==> src/rtl/cordic_rotator_if.sv <==
// rtl/cordic_rotator_if.sv - angle request / cos-sin result handshake bundle for cordic_rotator
interface cordic_rotator_if;
  logic       in_valid;
  logic       in_ready;
  logic [7:0] angle_in;
  logic       out_valid;
  logic       out_ready;
  logic [7:0] cos_out;
  logic [7:0] sin_out;
  logic       neg;

  // Upstream/downstream side: presents angles, consumes results
  modport master (
    output in_valid, angle_in, out_ready,
    input  in_ready, out_valid, cos_out, sin_out, neg
  );

  // Core side
  modport slave (
    input  in_valid, angle_in, out_ready,
    output in_ready, out_valid, cos_out, sin_out, neg
  );
endinterface

==> src/rtl/cordic_rotator.sv <==
// rtl/cordic_rotator.sv - iterative 8-bit CORDIC rotation core producing pre-negation cos/sin
module cordic_rotator #(
  parameter int ITER = 8
) (
  input  logic             clk,
  input  logic             rst_n,
  cordic_rotator_if.slave  bus
);

  typedef enum logic [1:0] {ST_IDLE, ST_ITER, ST_DONE} state_t;

  localparam logic [2:0]        LAST   = 3'(ITER - 1);
  localparam logic signed [9:0] X_INIT = 10'sd155;

  state_t state_q, state_d;

  logic signed [9:0]  x_q, y_q, x_nx, y_nx;
  logic signed [11:0] z_q, z_nx;
  logic [2:0]         cnt_q;
  logic               neg_z_q;
  logic [7:0]         cos_q, sin_q;
  logic               neg_q;

  logic               accept, step, last;
  logic signed [7:0]  a;
  logic signed [11:0] a_ext, z_init;
  logic               fold;

  // atan(2^-i) with 4096 units per full turn
  function automatic logic signed [11:0] atan_lut(input logic [2:0] i);
    case (i)
      3'd0:    atan_lut = 12'sd512;
      3'd1:    atan_lut = 12'sd302;
      3'd2:    atan_lut = 12'sd160;
      3'd3:    atan_lut = 12'sd81;
      3'd4:    atan_lut = 12'sd41;
      3'd5:    atan_lut = 12'sd20;
      3'd6:    atan_lut = 12'sd10;
      default: atan_lut = 12'sd5;
    endcase
  endfunction

  assign a    = bus.angle_in;
  assign last = (cnt_q == LAST);

  // State register
  always_ff @(posedge clk or negedge rst_n) begin
    if (!rst_n) state_q <= ST_IDLE;
    else        state_q <= state_d;
  end

  // Next-state and handshake outputs
  always_comb begin
    state_d       = state_q;
    bus.in_ready  = 1'b0;
    bus.out_valid = 1'b0;
    accept        = 1'b0;
    step          = 1'b0;
    case (state_q)
      ST_IDLE: begin
        bus.in_ready = 1'b1;
        if (bus.in_valid) begin
          accept  = 1'b1;
          state_d = ST_ITER;
        end
      end
      ST_ITER: begin
        step = 1'b1;
        if (last) state_d = ST_DONE;
      end
      ST_DONE: begin
        bus.out_valid = 1'b1;
        if (bus.out_ready) state_d = ST_IDLE;
      end
      default: state_d = ST_IDLE;
    endcase
  end

  // Fold the angle into +-90 deg; a 180 deg fold is undone downstream via neg
  always_comb begin
    a_ext  = {{4{a[7]}}, a};
    z_init = a_ext <<< 4;
    fold   = 1'b0;
    if (a >= 8'sd64) begin
      z_init = (a_ext - 12'sd128) <<< 4;
      fold   = 1'b1;
    end else if (a < -8'sd64) begin
      z_init = (a_ext + 12'sd128) <<< 4;
      fold   = 1'b1;
    end
  end

  // One shift-add micro-rotation, direction chosen by the sign of residual angle
  always_comb begin
    x_nx = x_q;
    y_nx = y_q;
    z_nx = z_q;
    if (!z_q[11]) begin
      x_nx = x_q - (y_q >>> cnt_q);
      y_nx = y_q + (x_q >>> cnt_q);
      z_nx = z_q - atan_lut(cnt_q);
    end else begin
      x_nx = x_q + (y_q >>> cnt_q);
      y_nx = y_q - (x_q >>> cnt_q);
      z_nx = z_q + atan_lut(cnt_q);
    end
  end

  // Datapath: load on accept, iterate, and round Q1.8 down to Q1.6 on the last step
  always_ff @(posedge clk or negedge rst_n) begin
    if (!rst_n) begin
      x_q     <= '0;
      y_q     <= '0;
      z_q     <= '0;
      cnt_q   <= '0;
      neg_z_q <= 1'b0;
      cos_q   <= '0;
      sin_q   <= '0;
      neg_q   <= 1'b0;
    end else if (accept) begin
      x_q     <= X_INIT;
      y_q     <= '0;
      z_q     <= z_init;
      cnt_q   <= '0;
      neg_z_q <= fold;
    end else if (step) begin
      x_q   <= x_nx;
      y_q   <= y_nx;
      z_q   <= z_nx;
      cnt_q <= last ? 3'd0 : cnt_q + 3'd1;
      if (last) begin
        cos_q <= 8'((x_nx + 10'sd2) >>> 2);
        sin_q <= 8'((y_nx + 10'sd2) >>> 2);
        neg_q <= neg_z_q;
      end
    end
  end

  assign bus.cos_out = cos_q;
  assign bus.sin_out = sin_q;
  assign bus.neg     = neg_q;

endmodule

==> src/flat_wrapper.sv <==
// flat-port wrapper written by rule: the top's interface ports become plain ports
module cordic_rotator_flat 
#(
  parameter int ITER = 8
)
  (clk, rst_n, bus_in_valid, bus_angle_in, bus_out_ready, bus_in_ready, bus_out_valid, bus_cos_out, bus_sin_out, bus_neg);
  cordic_rotator_if bus_i ();
  input  logic clk;
  input  logic rst_n;
  input wire logic [$bits(bus_i.in_valid)-1:0] bus_in_valid;
  input wire logic [$bits(bus_i.angle_in)-1:0] bus_angle_in;
  input wire logic [$bits(bus_i.out_ready)-1:0] bus_out_ready;
  output wire logic [$bits(bus_i.in_ready)-1:0] bus_in_ready;
  output wire logic [$bits(bus_i.out_valid)-1:0] bus_out_valid;
  output wire logic [$bits(bus_i.cos_out)-1:0] bus_cos_out;
  output wire logic [$bits(bus_i.sin_out)-1:0] bus_sin_out;
  output wire logic [$bits(bus_i.neg)-1:0] bus_neg;
  assign bus_i.in_valid = bus_in_valid;
  assign bus_i.angle_in = bus_angle_in;
  assign bus_i.out_ready = bus_out_ready;
  assign bus_in_ready = bus_i.in_ready;
  assign bus_out_valid = bus_i.out_valid;
  assign bus_cos_out = bus_i.cos_out;
  assign bus_sin_out = bus_i.sin_out;
  assign bus_neg = bus_i.neg;
  cordic_rotator #(.ITER(ITER)) u_core (.clk(clk), .rst_n(rst_n), .bus(bus_i));
endmodule
==> config.mk <==
export PLATFORM = sky130hd
export DESIGN_NAME = cordic_rotator_flat
export DESIGN_NICKNAME = d
export VERILOG_FILES = /design/src/rtl/cordic_rotator_if.sv /design/src/rtl/cordic_rotator.sv /design/src/flat_wrapper.sv
export SDC_FILE = /design/constraint.sdc
export NUM_CORES = 1
export LEC_CHECK = 0
export CAP_MARGIN = 20
export CORE_MARGIN = 5
export CORE_UTILIZATION = 61
export CTS_BUF_LIST = sky130_fd_sc_hd__clkbuf_16
export DETAILED_ROUTE_END_ITERATION = 16
export GPL_TIMING_DRIVEN = 0
export PLACE_DENSITY = 0.81
export REMOVE_ABC_BUFFERS = 1
export SLEW_MARGIN = 10
export SYNTH_ARGS = -nofsm -noshare
export SYNTH_HDL_FRONTEND = slang
export SYNTH_SLANG_ARGS = --single-unit
==> constraint.sdc <==
create_clock -name clk -period 6.1 [get_ports clk]
set_clock_uncertainty 0.15 [all_clocks]
set_input_delay 1.22 -clock clk [delete_from_list [all_inputs] [get_ports clk]]
set_output_delay 1.22 -clock clk [all_outputs]
set_load 0.02 [all_outputs]
==> results.md <==
- Top Ports: 31
- Final Slew Violations: 0
- DRT Wirelength: 12.1 mm
- Largest cells by area after synthesis: dfrtp_1 26%, ha_1 11%, o21ai_0 4.9%
- Register area share after synthesis: 26.1%
- GPL Wtd Cong: 0.942
- Number of global-route vias before repair: 4449
- Port bufs: 30
- First-iteration detailed-routing DRC count: between 300 and 400
- Cell Chain, Critical Path: inv_1 > ha_1 > o311a_1 > ha_1 > nor2_1 > a21oi_1 > ha_1 > a21o_1 > a21oi_1 > o21ai_0 > a2111oi_0 > o31ai_1 > a21oi_1 > xor2_1 > o21ai_0
- Async set or reset register ratio after synthesis: 100%
- Worst relative slew slack: 27.0%
- Number of remaining DRC errors: 0
- CTS tree: done
- Nets@finish: 700
- Final setup viols: 0
- Synth warn: 0
- Synth unique cells: 63
- Antenna-violating nets left: 0
- Largest net degree at the start of global routing: 50
- Sink Count: 55
- Clock Tree Buf Depth: 2
- Worst-Skew Late Latency: ~0.29 ns
- Buf/Inv on CP: 1
- RSZ-0062 raised after global routing: false
- Root Driver: clkbuf_16
- Initial Util: 61.4%
- Top FF cell, synth: dfrtp_1
- Worst Max-Slew Pin Slew: 1.10 ns
- Critical path class: register to register
- Synth top area share: 26.1%
- Post-synth top area cell: dfrtp_1
- Max incr delay on CP: between 1 and 1.5 ns
- Initial DRT Pass Iterations: 5
- CP Data Required Time: 6.09 ns
- Vias per cell: 6.25
- Tot GR Track Use: between 20% and 30%
- Synthesis-stage register bit count: 55
- Startpoint types: register
- Layout area overhead: 9.51%
- Num CTS Buffers: 5
- Die area: roughly 11000 um^2
- First-pass GRT wire length: around 21 mm
- Hold Fails Final Rpt: 0
- Hold Crit Class: register to register
- Arr. time, crit path: between 5 and 6 ns
- Hold-fix buffers, CTS: 0
- Die X: about 100 um
- N_diodes: 0
- Share of post-route cells with drive strength above 1: 6.08%
- Crit-path slowest cell: dfrtp_1
- Mean Syn Cell Area: 8.33 um^2
- Num rows: 34
- Core Area: between 8000 and 9000 um^2
- DP HPWL: between 8 and 9 mm
- Dominant cell by count in the synthesized netlist: nand2_1
- Post-CTS Resized: 0
- Setup TNS: 0 ns
- Post-layout min period: 5.60 ns
- WL/cell: about 16 um
- Post-Syn Area: 5270 um^2
- CTS clk-pin slew, worst paths: around 0.070 ns
- Max-cap viol count: 0
- Fin crit share: just over 90%
- Initial antenna violation count: 0
- Top delay family on crit path: compound AO/OA/AOI/OAI gates
- H-tree depth: 2
- Post-synth EDFFs: 0
- Status: finished, final reports clean
- Grt total ovfl: 0
- CP endpoint kind: register
- DR vias: between 4000 and 5000
- Cell count after synthesis: 633
- Post-CTS Setup Inserts: 0
- Commonest cells post-synth: 61 x nand2_1, 59 x nor2_1, 55 x dfrtp_1
- CP max FO: 33
- Die height: 103 um
- FMAX: between 150 and 200 MHz
- Layout fillers: 712
[final cells by class]
cell class	instances	area, um^2	share of cell area [%]
Clock buffer	5	125	2.17
Clock inverter	3	41.3	0.715
Inverter	31	116	2.01
Multi-Input combinational cell	515	3640	63.0
Sequential cell	55	1380	23.9
Tap cell	108	135	2.34
Timing Repair Buffer	32	343	5.94
[per-stage QoR]
step	std cells	worst slack [ns]	hold slack [ns]	utilization (%)	instance area, um^2
finish	749	0.500	0.335	67.2	5780
global route	749	0.148	0.352	67.2	5780
CTS	749	0.662	0.336	67.2	5780
detailed placement	741	0.631	0.320	65.3	5610
global placement	739	0.731	0.310	64.7	5560
floorplan	601	1.50	0.296	-	5120
[flip-flops by register name (all words and copies together), names as in the netlist]
register,cells
u_core.bus.cos_out,8
u_core.bus.neg,1
u_core.bus.sin_out,8
u_core.cnt_q,3
u_core.neg_z_q,1
u_core.state_q,2
u_core.x_q,10
u_core.y_q,10
u_core.z_q,12
[layer usage]
| metal | GRT usage, % | up-vias | wire length, um |
|---|---|---|---|
| li1 | - | 2277 | - |
| met1 | 33.1 | 2258 | 5670 |
| met2 | 39.5 | 126 | 5640 |
| met3 | 2.84 | 22 | 469 |
| met4 | 7.67 | 0 | 274 |
| met5 | 0 | - | 0 |
[worst paths after layout]
path                            slack, ns  depth (start not counted)                   from                    end
worst max-delay path                 0.50                         15        u_core.cnt_q[1]          u_core.z_q[9]
worst min-delay path                 0.33                          2  u_core.bus.cos_out[3]  u_core.bus.cos_out[3]
worst max register to register       0.50                         15        u_core.cnt_q[1]          u_core.z_q[9]
worst min register to register       0.33                          2  u_core.bus.cos_out[3]  u_core.bus.cos_out[3]
max in group asynchronous            4.41                          2                  rst_n        u_core.cnt_q[0]
min in group asynchronous            0.80                          1                  rst_n  u_core.bus.sin_out[7]
[cells by family (layout without fill, tap and decap cells)]
logic type / Yosys count / count (layout) / share of synthesized area (%)
and+or+nand+nor: 219 / 219 / 19.5
buffers and inverters: 63 / 71 / 5.03
xor gates and xnor gates: 56 / 56 / 10.3
adders and majority gates: 48 / 48 / 11.8
AOI/OAI and AO/OA: 166 / 166 / 19.8
DFF: 55 / 55 / 26.1
muxes: 26 / 26 / 7.38
[worst register-to-register path, stage by stage (launching register included)]
cell       delay, ns
dfrtp_1         1.07
inv_1           0.46
ha_1            0.41
o311a_1         0.43
ha_1            0.29
nor2_1          0.03
a21oi_1         0.21
ha_1            0.27
a21o_1          0.18
a21oi_1         0.21
o21ai_0         0.14
a2111oi_0       0.87
o31ai_1         0.19
a21oi_1         0.29
xor2_1          0.16
o21ai_0         0.09
[cells in the final DEF, fill, tap and decap left out, drive strengths merged, types with 5 or more instances in the layout]
cell / instances
o21ai: 56
clkdlybuf4s50: 29
ha: 45
and3: 6
mux2: 10
nor2: 61
nor3: 18
a21o: 6
o21a: 8
mux4: 9
a31oi: 10
a21oi: 37
xor2: 25
mux2i: 7
xnor2: 27
inv: 31
and2: 7
nand3: 27
clkbuf: 5
nand2b: 9
nor2b: 12
nand2: 61
o31ai: 10
dfrtp: 55
Power is not shown: default switching activity piles up to over one toggle a cycle in this logic, so the estimate is an artifact.
